## src/rtl/writeback_unit.sv

```systemverilog
`default_nettype none
// ============================================================================
// Module      : writeback_unit
// Description : Register-file writer. Tracks outstanding data-memory loads in
//               an in-order queue, formats returning load data by funct3 and
//               byte offset, and arbitrates the single register-file write
//               port between load responses, a one-entry ALU skid buffer and
//               live ALU results. Flags read-after-load hazards to decode.
// Ports       : clock/reset      - clock, synchronous active-low reset
//               alu_*            - ALU result handshake (alu_ready out)
//               ld_*             - load issue into the queue (ld_ready out)
//               mem_rvalid/rdata - in-order load responses
//               rs1/rs2, hazard  - decode hazard check against pending loads
//               regwrite, write_reg, write_data - register-file write port
//               err              - sticky: [0] orphan response, [1] bad load
// Revision    : 1.0 - initial release
// ============================================================================
module writeback_unit #(
    parameter int LDQ_DEPTH = 2
) (
    input  logic        clock,
    input  logic        reset,
    input  logic        alu_valid,
    input  logic [4:0]  alu_rd,
    input  logic [31:0] alu_result,
    output logic        alu_ready,
    input  logic        ld_issue,
    input  logic [4:0]  ld_rd,
    input  logic [2:0]  ld_funct3,
    input  logic [1:0]  ld_offset,
    output logic        ld_ready,
    input  logic        mem_rvalid,
    input  logic [31:0] mem_rdata,
    input  logic [4:0]  rs1,
    input  logic [4:0]  rs2,
    output logic        hazard,
    output logic        regwrite,
    output logic [4:0]  write_reg,
    output logic [31:0] write_data,
    output logic [1:0]  err
);

    localparam int c_ptr_w = (LDQ_DEPTH > 1) ? $clog2(LDQ_DEPTH) : 1;
    localparam int c_cnt_w = c_ptr_w + 1;
    localparam logic [c_cnt_w-1:0] c_full_count = c_cnt_w'(LDQ_DEPTH);

    localparam logic [2:0] c_lb  = 3'b000;
    localparam logic [2:0] c_lh  = 3'b001;
    localparam logic [2:0] c_lw  = 3'b010;
    localparam logic [2:0] c_lbu = 3'b100;
    localparam logic [2:0] c_lhu = 3'b101;

    // Load queue storage and pointers
    logic [4:0]         r_q_rd  [LDQ_DEPTH];
    logic [2:0]         r_q_f3  [LDQ_DEPTH];
    logic [1:0]         r_q_off [LDQ_DEPTH];
    logic [c_ptr_w-1:0] r_wr_ptr;
    logic [c_ptr_w-1:0] r_rd_ptr;
    logic [c_cnt_w-1:0] r_count;

    // Skid buffer for an ALU result that lost arbitration
    logic               r_skid_valid;
    logic [4:0]         r_skid_rd;
    logic [31:0]        r_skid_data;

    logic               r_regwrite;
    logic [4:0]         r_write_reg;
    logic [31:0]        r_write_data;
    logic [1:0]         r_err;

    logic               w_empty;
    logic               w_full;
    logic               w_push;
    logic               w_pop;
    logic               w_alu_acc;
    logic [4:0]         w_head_rd;
    logic [2:0]         w_head_f3;
    logic [1:0]         w_head_off;
    logic [15:0]        w_shifted;
    logic [31:0]        w_ld_data;
    logic               w_ld_bad;
    logic               w_win;
    logic [4:0]         w_win_rd;
    logic [31:0]        w_win_data;
    logic               w_skid_load;
    logic               w_skid_clear;
    logic               w_hazard;

    assign w_empty   = (r_count == '0);
    assign w_full    = (r_count == c_full_count);
    assign ld_ready  = !w_full;
    assign alu_ready = !r_skid_valid;
    assign w_push    = ld_issue && !w_full;
    assign w_pop     = mem_rvalid && !w_empty;
    assign w_alu_acc = alu_valid && !r_skid_valid;

    assign w_head_rd  = r_q_rd[r_rd_ptr];
    assign w_head_f3  = r_q_f3[r_rd_ptr];
    assign w_head_off = r_q_off[r_rd_ptr];

    // Only the low halfword of the shifted word is ever consumed
    assign w_shifted = 16'(mem_rdata >> {w_head_off, 3'b000});

    always_comb begin
        w_ld_data = mem_rdata;
        w_ld_bad  = 1'b0;
        case (w_head_f3)
            c_lb:    w_ld_data = {{24{w_shifted[7]}}, w_shifted[7:0]};
            c_lbu:   w_ld_data = {24'd0, w_shifted[7:0]};
            c_lh:    begin
                w_ld_data = {{16{w_shifted[15]}}, w_shifted};
                w_ld_bad  = w_head_off[0];
            end
            c_lhu:   begin
                w_ld_data = {16'd0, w_shifted};
                w_ld_bad  = w_head_off[0];
            end
            c_lw:    w_ld_bad = (w_head_off != 2'd0);
            // Reserved encodings fall back to a full-word load
            default: w_ld_bad = 1'b1;
        endcase
    end

    // Priority: load response, then skid, then a freshly accepted ALU result
    always_comb begin
        w_win        = 1'b0;
        w_win_rd     = 5'd0;
        w_win_data   = 32'd0;
        w_skid_load  = 1'b0;
        w_skid_clear = 1'b0;
        if (w_pop) begin
            w_win       = 1'b1;
            w_win_rd    = w_head_rd;
            w_win_data  = w_ld_data;
            w_skid_load = w_alu_acc;
        end else if (r_skid_valid) begin
            w_win        = 1'b1;
            w_win_rd     = r_skid_rd;
            w_win_data   = r_skid_data;
            w_skid_clear = 1'b1;
        end else if (w_alu_acc) begin
            w_win      = 1'b1;
            w_win_rd   = alu_rd;
            w_win_data = alu_result;
        end
    end

    // Every occupied slot counts, including the head being popped this cycle
    always_comb begin
        w_hazard = 1'b0;
        for (int i = 0; i < LDQ_DEPTH; i++) begin
            if (c_cnt_w'(i) < r_count) begin
                if ((r_q_rd[r_rd_ptr + c_ptr_w'(i)] != 5'd0) &&
                    ((r_q_rd[r_rd_ptr + c_ptr_w'(i)] == rs1) ||
                     (r_q_rd[r_rd_ptr + c_ptr_w'(i)] == rs2))) begin
                    w_hazard = 1'b1;
                end
            end
        end
    end

    always_ff @(posedge clock) begin
        if (w_push) begin
            r_q_rd[r_wr_ptr]  <= ld_rd;
            r_q_f3[r_wr_ptr]  <= ld_funct3;
            r_q_off[r_wr_ptr] <= ld_offset;
        end
    end

    always_ff @(posedge clock) begin
        if (!reset) begin
            r_wr_ptr     <= '0;
            r_rd_ptr     <= '0;
            r_count      <= '0;
            r_skid_valid <= 1'b0;
            r_skid_rd    <= 5'd0;
            r_skid_data  <= 32'd0;
            r_regwrite   <= 1'b0;
            r_write_reg  <= 5'd0;
            r_write_data <= 32'd0;
            r_err        <= 2'b00;
        end else begin
            if (w_push) begin
                r_wr_ptr <= r_wr_ptr + 1'b1;
            end
            if (w_pop) begin
                r_rd_ptr <= r_rd_ptr + 1'b1;
            end
            case ({w_push, w_pop})
                2'b10:   r_count <= r_count + 1'b1;
                2'b01:   r_count <= r_count - 1'b1;
                default: r_count <= r_count;
            endcase

            if (w_skid_load) begin
                r_skid_valid <= 1'b1;
                r_skid_rd    <= alu_rd;
                r_skid_data  <= alu_result;
            end else if (w_skid_clear) begin
                r_skid_valid <= 1'b0;
            end

            // Writes to x0 are consumed silently
            r_regwrite <= w_win && (w_win_rd != 5'd0);
            if (w_win && (w_win_rd != 5'd0)) begin
                r_write_reg  <= w_win_rd;
                r_write_data <= w_win_data;
            end

            if (mem_rvalid && w_empty) begin
                r_err[0] <= 1'b1;
            end
            if (w_pop && w_ld_bad) begin
                r_err[1] <= 1'b1;
            end
        end
    end

    assign hazard     = w_hazard;
    assign regwrite   = r_regwrite;
    assign write_reg  = r_write_reg;
    assign write_data = r_write_data;
    assign err        = r_err;

endmodule
`default_nettype wire

```

## config.mk

```make
export PLATFORM = sky130hd
export DESIGN_NAME = writeback_unit
export DESIGN_NICKNAME = d
export VERILOG_FILES = /design/src/rtl/writeback_unit.sv
export SDC_FILE = /design/constraint.sdc
export NUM_CORES = 1
export LEC_CHECK = 0
export BUFFER_PORTS_ARGS = -buffer_cell sky130_fd_sc_hd__buf_2
export CELL_PAD_IN_SITES_DETAIL_PLACEMENT = 0
export CELL_PAD_IN_SITES_GLOBAL_PLACEMENT = 1
export CORE_MARGIN = 8
export CORE_UTILIZATION = 40
export CTS_CLUSTER_SIZE = 12
export DETAILED_ROUTE_END_ITERATION = 10
export PLACE_DENSITY = 0.87
export SLEW_MARGIN = 20
export SYNTH_ARGS = -nofsm -noshare
export SYNTH_HDL_FRONTEND = slang
export SYNTH_SLANG_ARGS = --single-unit
```

## constraint.sdc

```tcl
create_clock -name clock -period 6.4 [get_ports clock]
set_clock_uncertainty 0.2 [all_clocks]
set_input_delay 0.64 -clock clock [delete_from_list [all_inputs] [get_ports clock]]
set_output_delay 0.64 -clock clock [all_outputs]
set_load 0.05 [all_outputs]
```

==> run metrics, run 1 <==
Final WS setup 2.426 ns; final hold violations 0; Worst Tran Pin Value 1.028 ns; TritonCTS buffer count 9; Final GP Congestion 0.8685; Gate Count Post-Synth 645; # placed instances 915; status finished, final reports clean; Die Area 0.01824 mm2; post-synthesis sequential area ratio 0.3990; final worst path period share 0.6209; most frequent cells after synthesis nand2_1, dfxtp_1, a21boi_0; gr usage total 0.1888; r2r startpoint r_count[0]$_SDFFE_PN0P_; WHS Endpoint r_skid_data[8]$_SDFFE_PN0P_; drc violations 0; Hold Crit Start r_skid_data[8]$_SDFFE_PN0P_; setup bufs post-CTS 0; layout cells sized above 1 0.2477; Area Overhead vs Synth 17.48%; first-pass GRT wire length 27210 um; most common cell in the netlist nand2_1; dpl hpwl 12970 um; peak supply drop 148.0 uV; Async S/R FF share, synth 0; prevailing post-synth register cell dfxtp_1; core area 0.01388 mm2; DRT Pass-1 Iters 6; Setup crit end kind output pin; Skew-Pair Late Insertion Delay 0.35 ns; Root Buffer clkbuf_16; max cap viols 0; number of antenna violations at the first check in global routing 2; Routed Antenna Nets 0; Post-synth EDFFs 20; Ports 137; largest net degree at the start of global routing 91; final slew viol count 0; startpoint types flop; hold depth 2; pre-CTS setup slack 2.579 ns; starting density of the core 0.4084; warnings from Yosys 0; final setup fails 0; Post-CTS Hold Buffers 0; RSZ-0062 raised after global routing no; Initial DRC Count 441; Worst Reg-to-Reg Cells 10; area leader, netlist dfxtp_1; Final Non-Filler Cells 932; Yosys reg bits 103; via-per-instance ratio 5.631; Mapped Nets 743; Final min period 3.974 ns; Worst Path Required 5.56 ns; Total Neg Setup Slack 0 ns; Power Dens Cells 413.7 mW/mm2; mapped cell area 0.005669 mm2; H-Tree Depth 3; Worst R2R End write_data[17]$_SDFFE_PN0P_; Leak 2.659 nW; final net count 844; Worst Hold Class reg -> reg; reg-to-reg slack, setup 2.59 ns; WS Path Type reg -> out; largest buffer count on any clock path 2; vias in the first global route 5092; Arrival @ worst endpoint 3.13 ns; Die Ht 135.1 um; ranking of synthesized cells by area dfxtp_1, edfxtp_1, nand2_1; CP Max Fanout 24; synth unique cells 61; CTS resizes 0; syn_area_per_cell 8.789 um2; relative slew slack 0.3135; clock-pin slew on the worst setup and hold paths 0.07 ns; WL per Instance 18.74 um; final core occ 0.4798; Die W 135.1 um; FP Rows 43; drt total wl 17470 um; I/O Buffers 136; Num Clock Sinks 103; Fmax 251.6 MHz; vias 5248; Synth top area share 0.2931; CTS tree done; gr ovfl total 0
-- per-layer routing --
metal / up-vias / GRT usage / part of all wire
met5: - / 0 / 0.00057
met3: 26 / 0.04421 / 0.065
met2: 165 / 0.3061 / 0.47
li1: 2547 / - / -
met4: 2 / 0.04997 / 0.015
met1: 2508 / 0.2462 / 0.45
-- cell type report --
type                    count  area, um2
fillers                  1342       7221
clock buffers              12      256.5
repair buffers            141      718.2
well taps                 180      225.2
diodes                      1      2.502
multi-input cells         482       3110
clock inverters             4      51.30
flip-flops and latches    103       2262
inverters                   9      33.78
-- placed cells by master, fill, tap and decap left out, types with 10 or more instances in the layout --
cell,netlist,final
a211oi_1,17,17
a21boi_0,43,43
a21oi_1,22,22
a31oi_1,13,13
and3_1,27,27
buf_2,6,136
dfxtp_1,83,83
edfxtp_1,20,20
mux2i_1,15,15
nand2_1,159,159
o21ai_0,28,28
o32ai_2,11,11
xnor2_1,13,13
xor2_1,10,10
-- cells by family (layout without fill, tap and decap cells) --
family	after synthesis	in the layout	synth area share
AND/OR/NAND/NOR	229	229	0.1794
AO/OA/AOI/OAI	204	204	0.2816
flip-flops	103	103	0.3990
buffers and inverters	60	166	0.05231
XOR/XNOR	23	23	0.03553
multiplexers	22	22	0.04326
adder cells (fa/ha/maj)	4	4	0.008828
other	0	1	0
-- power breakdown --
group	internal, mW	switching (mW)
Sequential	0.803	0.117
Clock	0.326	0.243
Combinational	0.402	0.866
Total	1.53	1.23
-- critical path, cell delays in order (launching register included) --
cell and delay [ns]:
dfxtp_1 1.00, mux2i_1 0.60, xor2_1 0.23, nand3_1 0.10
nor3_1 0.18, a31oi_1 0.06, o32ai_1 0.28, buf_2 0.31
-- worst max path at each step --
stage,start,to,cells after the start
after detailed placement,mem_rvalid,write_data[17]$_SDFFE_PN0P_,9
after CTS,flop,hazard,7
after global routing,flop,hazard,7
final,flop,hazard,7
after floorplan,flop,hazard,9
after global placement,mem_rvalid,write_data[19]$_SDFFE_PN0P_,9
-- stage by stage --
step	instance area, um2	hold slack, ns	power, mW
after floorplan	5669	0.2435	1.901
after global placement	6350	0.2512	2.173
after detailed placement	6350	0.2585	2.192
after CTS	6658	0.2680	2.764
after global routing	6660	0.2730	2.901
final	6660	0.2631	2.755
Note: power is estimated with default switching activity, not from simulation.
==> run 2, diff against run 1 <==
Settings changed: CORE_UTILIZATION 40 to 36, PLACE_DENSITY 0.87 to 0.83.
Clock period 6.4 ns to 3.2 ns, I/O delays scaled along.
==> run 2 against run 1 <==
Effect of this change: power increased by 99%; sequential cell count unchanged; routed wire length up 3.0%; worst hold slack got worse by 0.24 ns; sequential power rose by 96%; sequential share of layout area down 1.1 points; critical path depth unchanged; global-route usage is 1.3 points lower; largest power group unchanged; highest routed layer unchanged.
==> run metrics, run 2 (synthesis gave the netlist of run 1 again) <==
final worst path period share 0.9394; Die W 141.5 um; final net count 868; first-pass GRT wire length 27550 um; Arrival @ worst endpoint 2.49 ns; setup bufs post-CTS 0; drt total wl 17990 um; WS Path Type reg -> out; I/O Buffers 136; CTS tree done; Fmax 332.7 MHz; Ports 137; Initial DRC Count 399; Worst Hold Class in -> reg; layout cells sized above 1 0.2568; relative slew slack 0.3926; clock-pin slew on the worst setup and hold paths 0.07 ns; H-Tree Depth 3; vias in the first global route 5051; gr ovfl total 0; startpoint types flop; commonest non-fill, non-tap cell in the layout nand2_1; CP Max Fanout 6; Final min period 3.006 ns; via-per-instance ratio 5.251; gr usage total 0.1756; Worst Reg-to-Reg Cells 10; Worst Path Required 2.68 ns; filler instances 1604; final slew viol count 0; DRT Pass-1 Iters 5; most frequent cells in the layout nand2_1, buf_2, dfxtp_1; Routed Antenna Nets 0; dpl hpwl 13510 um; Worst Tran Pin Value 0.9078 ns; Die Area 0.02002 mm2; PnR Total Power 5.495 mW; Final GP Congestion 0.8519; drc violations 0; Num Clock Sinks 103; Total Neg Setup Slack 0 ns; largest net degree at the start of global routing 50; FP Rows 46; TritonCTS buffer count 9; Skew-Pair Late Insertion Delay 0.35 ns; WL per Instance 18.14 um; hold depth 3; final hold violations 0; max cap viols 0; Root Buffer clkbuf_16; Leak 2.753 nW; vias 5209; largest buffer count on any clock path 2; starting density of the core 0.3621; Power Dens Cells 797.5 mW/mm2; worst-path cell chain mux2i_2 > xor2_1 > nand3_1 > nor3_1 > a31oi_1 > o32ai_2 > buf_2; Setup crit end kind output pin; Area Overhead vs Synth 21.54%; peak supply drop 282.7 uV; status finished, final reports clean; final setup fails 0; RSZ-0062 raised after global routing no; Critical-path top delay cell mux2i_2; slowest stage delay, CP 0.51 ns; number of antenna violations at the first check in global routing 6; Die Ht 141.5 um; core area 0.01566 mm2
-- run 2: worst paths after layout --
| kind | slack [ns] | start | end |
|---|---|---|---|
| setup / recovery | 0.19 | flop | hazard |
| hold / removal | 0.02 | alu_result[18] | r_skid_data[18]$_SDFFE_PN0P_ |
| setup reg to reg | 0.38 | r_count[1]$_SDFFE_PN0P_ | write_data[27]$_SDFFE_PN0P_ |
| hold reg to reg | 0.26 | r_skid_data[5]$_SDFFE_PN0P_ | r_skid_data[5]$_SDFFE_PN0P_ |
-- run 2: repair_timing --
item | CTS | global route
endpoints found under the hold margin | 20 | 0
resized for setup | 0 | 0
hold buffers | 10 | 0
setup endpoints to repair | 0 | 0
-- run 2: through the flow --
stage	setup slack (ns)	utilization	instances	hold WS [ns]	cell area [um2]
floorplan	0.3824	-	645	0.2189	5677
global placement	0.4479	0.4165	965	0.2406	6520
detailed placement	0.4032	0.4165	965	0.2556	6520
CTS	0.1969	0.4400	991	0.01655	6888
global route	0.04833	0.4401	992	0.02812	6890
finish	0.1940	0.4401	992	0.02324	6890
-- run 2: power by group --
part / total (mW) / switching [mW] / internal [mW]
clock network: 1.01 / 0.468 / 0.544
registers: 1.80 / 0.194 / 1.61
logic: 2.68 / 1.80 / 0.883
-- run 2: critical path: cells and delay by family, from the launching register on --
kind | cells | cell delay [ns]
flops | 1 | 0.50
compound gates | 2 | 0.34
buf+inv | 1 | 0.31
simple gates | 2 | 0.29
xor+xnor | 1 | 0.19
mux | 1 | 0.51
-- run 2: layout make-up --
cell class                      count  area, um2  share of cell area
Antenna cell                        1      2.502           0.0003632
Clock buffer                       12      246.5             0.03577
Clock inverter                      4      21.27            0.003087
Inverter                            9      33.78            0.004903
Multi-Input combinational cell    482       3118              0.4525
Sequential cell                   103       2262              0.3283
Tap cell                          216      270.3             0.03922
Timing Repair Buffer              165      935.9              0.1358
-- run 2: metal layers --
layer,GRT usage,routed length [um]
met5,0,63
met4,0.07462,558
met3,0.04570,1035
met2,0.2788,8413
met1,0.2217,7920
==> run 3, diff against run 2 <==
Settings changed: CORE_UTILIZATION 36 to 40, PLACE_DENSITY 0.83 to 0.87.
Clock period 3.2 ns to 2.8 ns, I/O delays scaled along.
==> run 3 against run 2 <==
Effect of this change: critical path depth stayed put; sequential power is 15% higher; non-clock buffer count is 41 higher; power is 17% higher; critical endpoint unchanged; global-route usage is 2.3 points higher; critical path type unchanged.
==> run metrics, run 3 (synthesis gave the netlist of run 1 again) <==
Fmax 373.3 MHz; Ports 137; H-Tree Depth 3; Met1 Wirelength 7997 um; largest net degree at the start of global routing 50; Worst Tran Pin Value 0.5348 ns; WS Path Type reg -> out; Worst Hold Class in -> reg; reg-to-reg slack, setup 0.24 ns; Hold WS 0.01562 ns; Die Area 0.01824 mm2; Setup crit end kind output pin; Worst Reg-to-Reg Cells 10; Final WS setup 0.1215 ns; Total Neg Setup Slack 0 ns; Num Clock Sinks 103; # placed instances 934; Initial DRC Count 506; TritonCTS buffer count 9; metal2 WL 8575 um; slowest stage delay, CP 0.43 ns; Die Ht 135.1 um; vias 5550; I/O Buffers 136; Critical-path top delay cell mux2_2; Arrival @ worst endpoint 2.20 ns; Power Dens Cells 884.0 mW/mm2; WL per Instance 18.20 um; number of antenna violations at the first check in global routing 1; Leak 2.941 nW; worst-path cell chain mux2_2 > xnor2_1 > nand3_1 > nor3_1 > a31oi_1 > o32ai_2 > buf_6; Final GP Congestion 0.9015; final core occ 0.5248; Die W 135.1 um; drt total wl 18150 um; Worst R2R End write_data[19]$_SDFFE_PN0P_; pre-CTS setup slack -0.04694 ns; final setup fails 0; starting density of the core 0.4084; most frequent cells in the layout nand2_1, buf_2, dfxtp_1; clock-pin slew on the worst setup and hold paths 0.07 ns; first-pass GRT wire length 28930 um; final net count 909; vias in the first global route 5472; peak supply drop 393.9 uV; relative slew slack 0.6424; layout cells sized above 1 0.2598; status finished, final reports clean; Worst path depth 7; DRT Pass-1 Iters 5; RSZ-0062 raised after global routing no; Final Cell Area 0.007284 mm2; Critical path buffers and inverters 1; Area after DPL 0.006513 mm2; PnR Total Power 6.439 mW; FP Rows 43; final worst path period share 0.9566; Crit path max-delay family multiplexers; crit path to hazard; CTS tree done; final hold violations 0; commonest non-fill, non-tap cell in the layout nand2_1; max cap viols 0; drc violations 0; core area 0.01388 mm2; startpoint types flop; Final min period 2.679 ns; Routed Antenna Nets 0; Skew-Pair Late Insertion Delay 0.35 ns; largest buffer count on any clock path 2; Final Non-Filler Cells 997; met3 wire len 1114 um; r2r startpoint r_count[1]$_SDFFE_PN0P_; Root Buffer clkbuf_16; Worst Path Required 2.32 ns; gr usage total 0.1987; dpl hpwl 13640 um; Max Used Layer met4; Area Overhead vs Synth 28.49%; CP Max Fanout 6; final slew viol count 0; gr ovfl total 0; via-per-instance ratio 5.567
[run 3: changes by cell type in the layout (fill, tap and decap cells not counted), sizes merged]
| cell | before | now |
|---|---|---|
| clkbuf | 12 | 11 |
| buf | 155 | 162 |
| inv | 9 | 10 |
| dlygate4sd3 | 10 | 44 |
[run 3: worst min path at each step]
stage                                start                           end  slack [ns]  cells past startpoint
6_report                     alu_result[1]   r_skid_data[1]$_SDFFE_PN0P_        0.02                      3
5_1_grt                      alu_result[1]   r_skid_data[1]$_SDFFE_PN0P_        0.01                      3
4_1_cts                     alu_result[12]  r_skid_data[12]$_SDFFE_PN0P_       0.004                      3
3_5_place_dp     write_reg[1]$_SDFFE_PN0P_     write_reg[1]$_SDFFE_PN0P_        0.25                      2
3_3_place_gp   write_data[15]$_SDFFE_PN0P_   write_data[15]$_SDFFE_PN0P_        0.24                      2
2_1_floorplan                 ld_funct3[0]        r_q_f3[0][0]$_DFFE_PP_        0.18                      0
[run 3: cell type report]
type                       instances  area [um2]
clock inverter                     5       32.53
inverter                           9       33.78
antenna                            1       2.502
sequential                       103        2266
multi-input combinational        482        3143
clock buffer                      11       242.7
tap                              180       225.2
fill                            1293        6596
timing repair buffer             206        1339
[run 3: worst reg2reg max path, cell delays in order, from the launching register on]
cell	delay [ns]
dfxtp_1	0.33
inv_1	0.12
ha_1	0.18
nand2b_1	0.21
buf_4	0.23
o211ai_1	0.15
o31ai_2	0.35
nand3_2	0.13
buf_4	0.19
nand2_4	0.22
o32ai_1	0.15
[run 3: timing repair]
| item | 4_1_cts | 5_1_grt |
|---|---|---|
| hold buffers | 44 | 0 |
| pin swaps | 0 | 0 |
| hold endpoints to repair | 54 | 0 |
| buffers inserted | 0 | 2 |
| setup endpoints to repair | 17 | 40 |
| resized for setup | 4 | 6 |
[run 3: report_power, final]
group / internal (mW) / leakage [nW] / switching [mW]
Sequential: 1.84 / 0.867 / 0.233
Combinational: 1.11 / 1.94 / 2.08
Clock: 0.627 / 0.136 / 0.552
[run 3: routing by layer]
layer  global-route usage  vias to the layer above
met5                    0                        -
met4              0.07896                        0
li1                     -                     2679
met1               0.2597                     2650
met3              0.03455                       33
met2               0.3182                      188
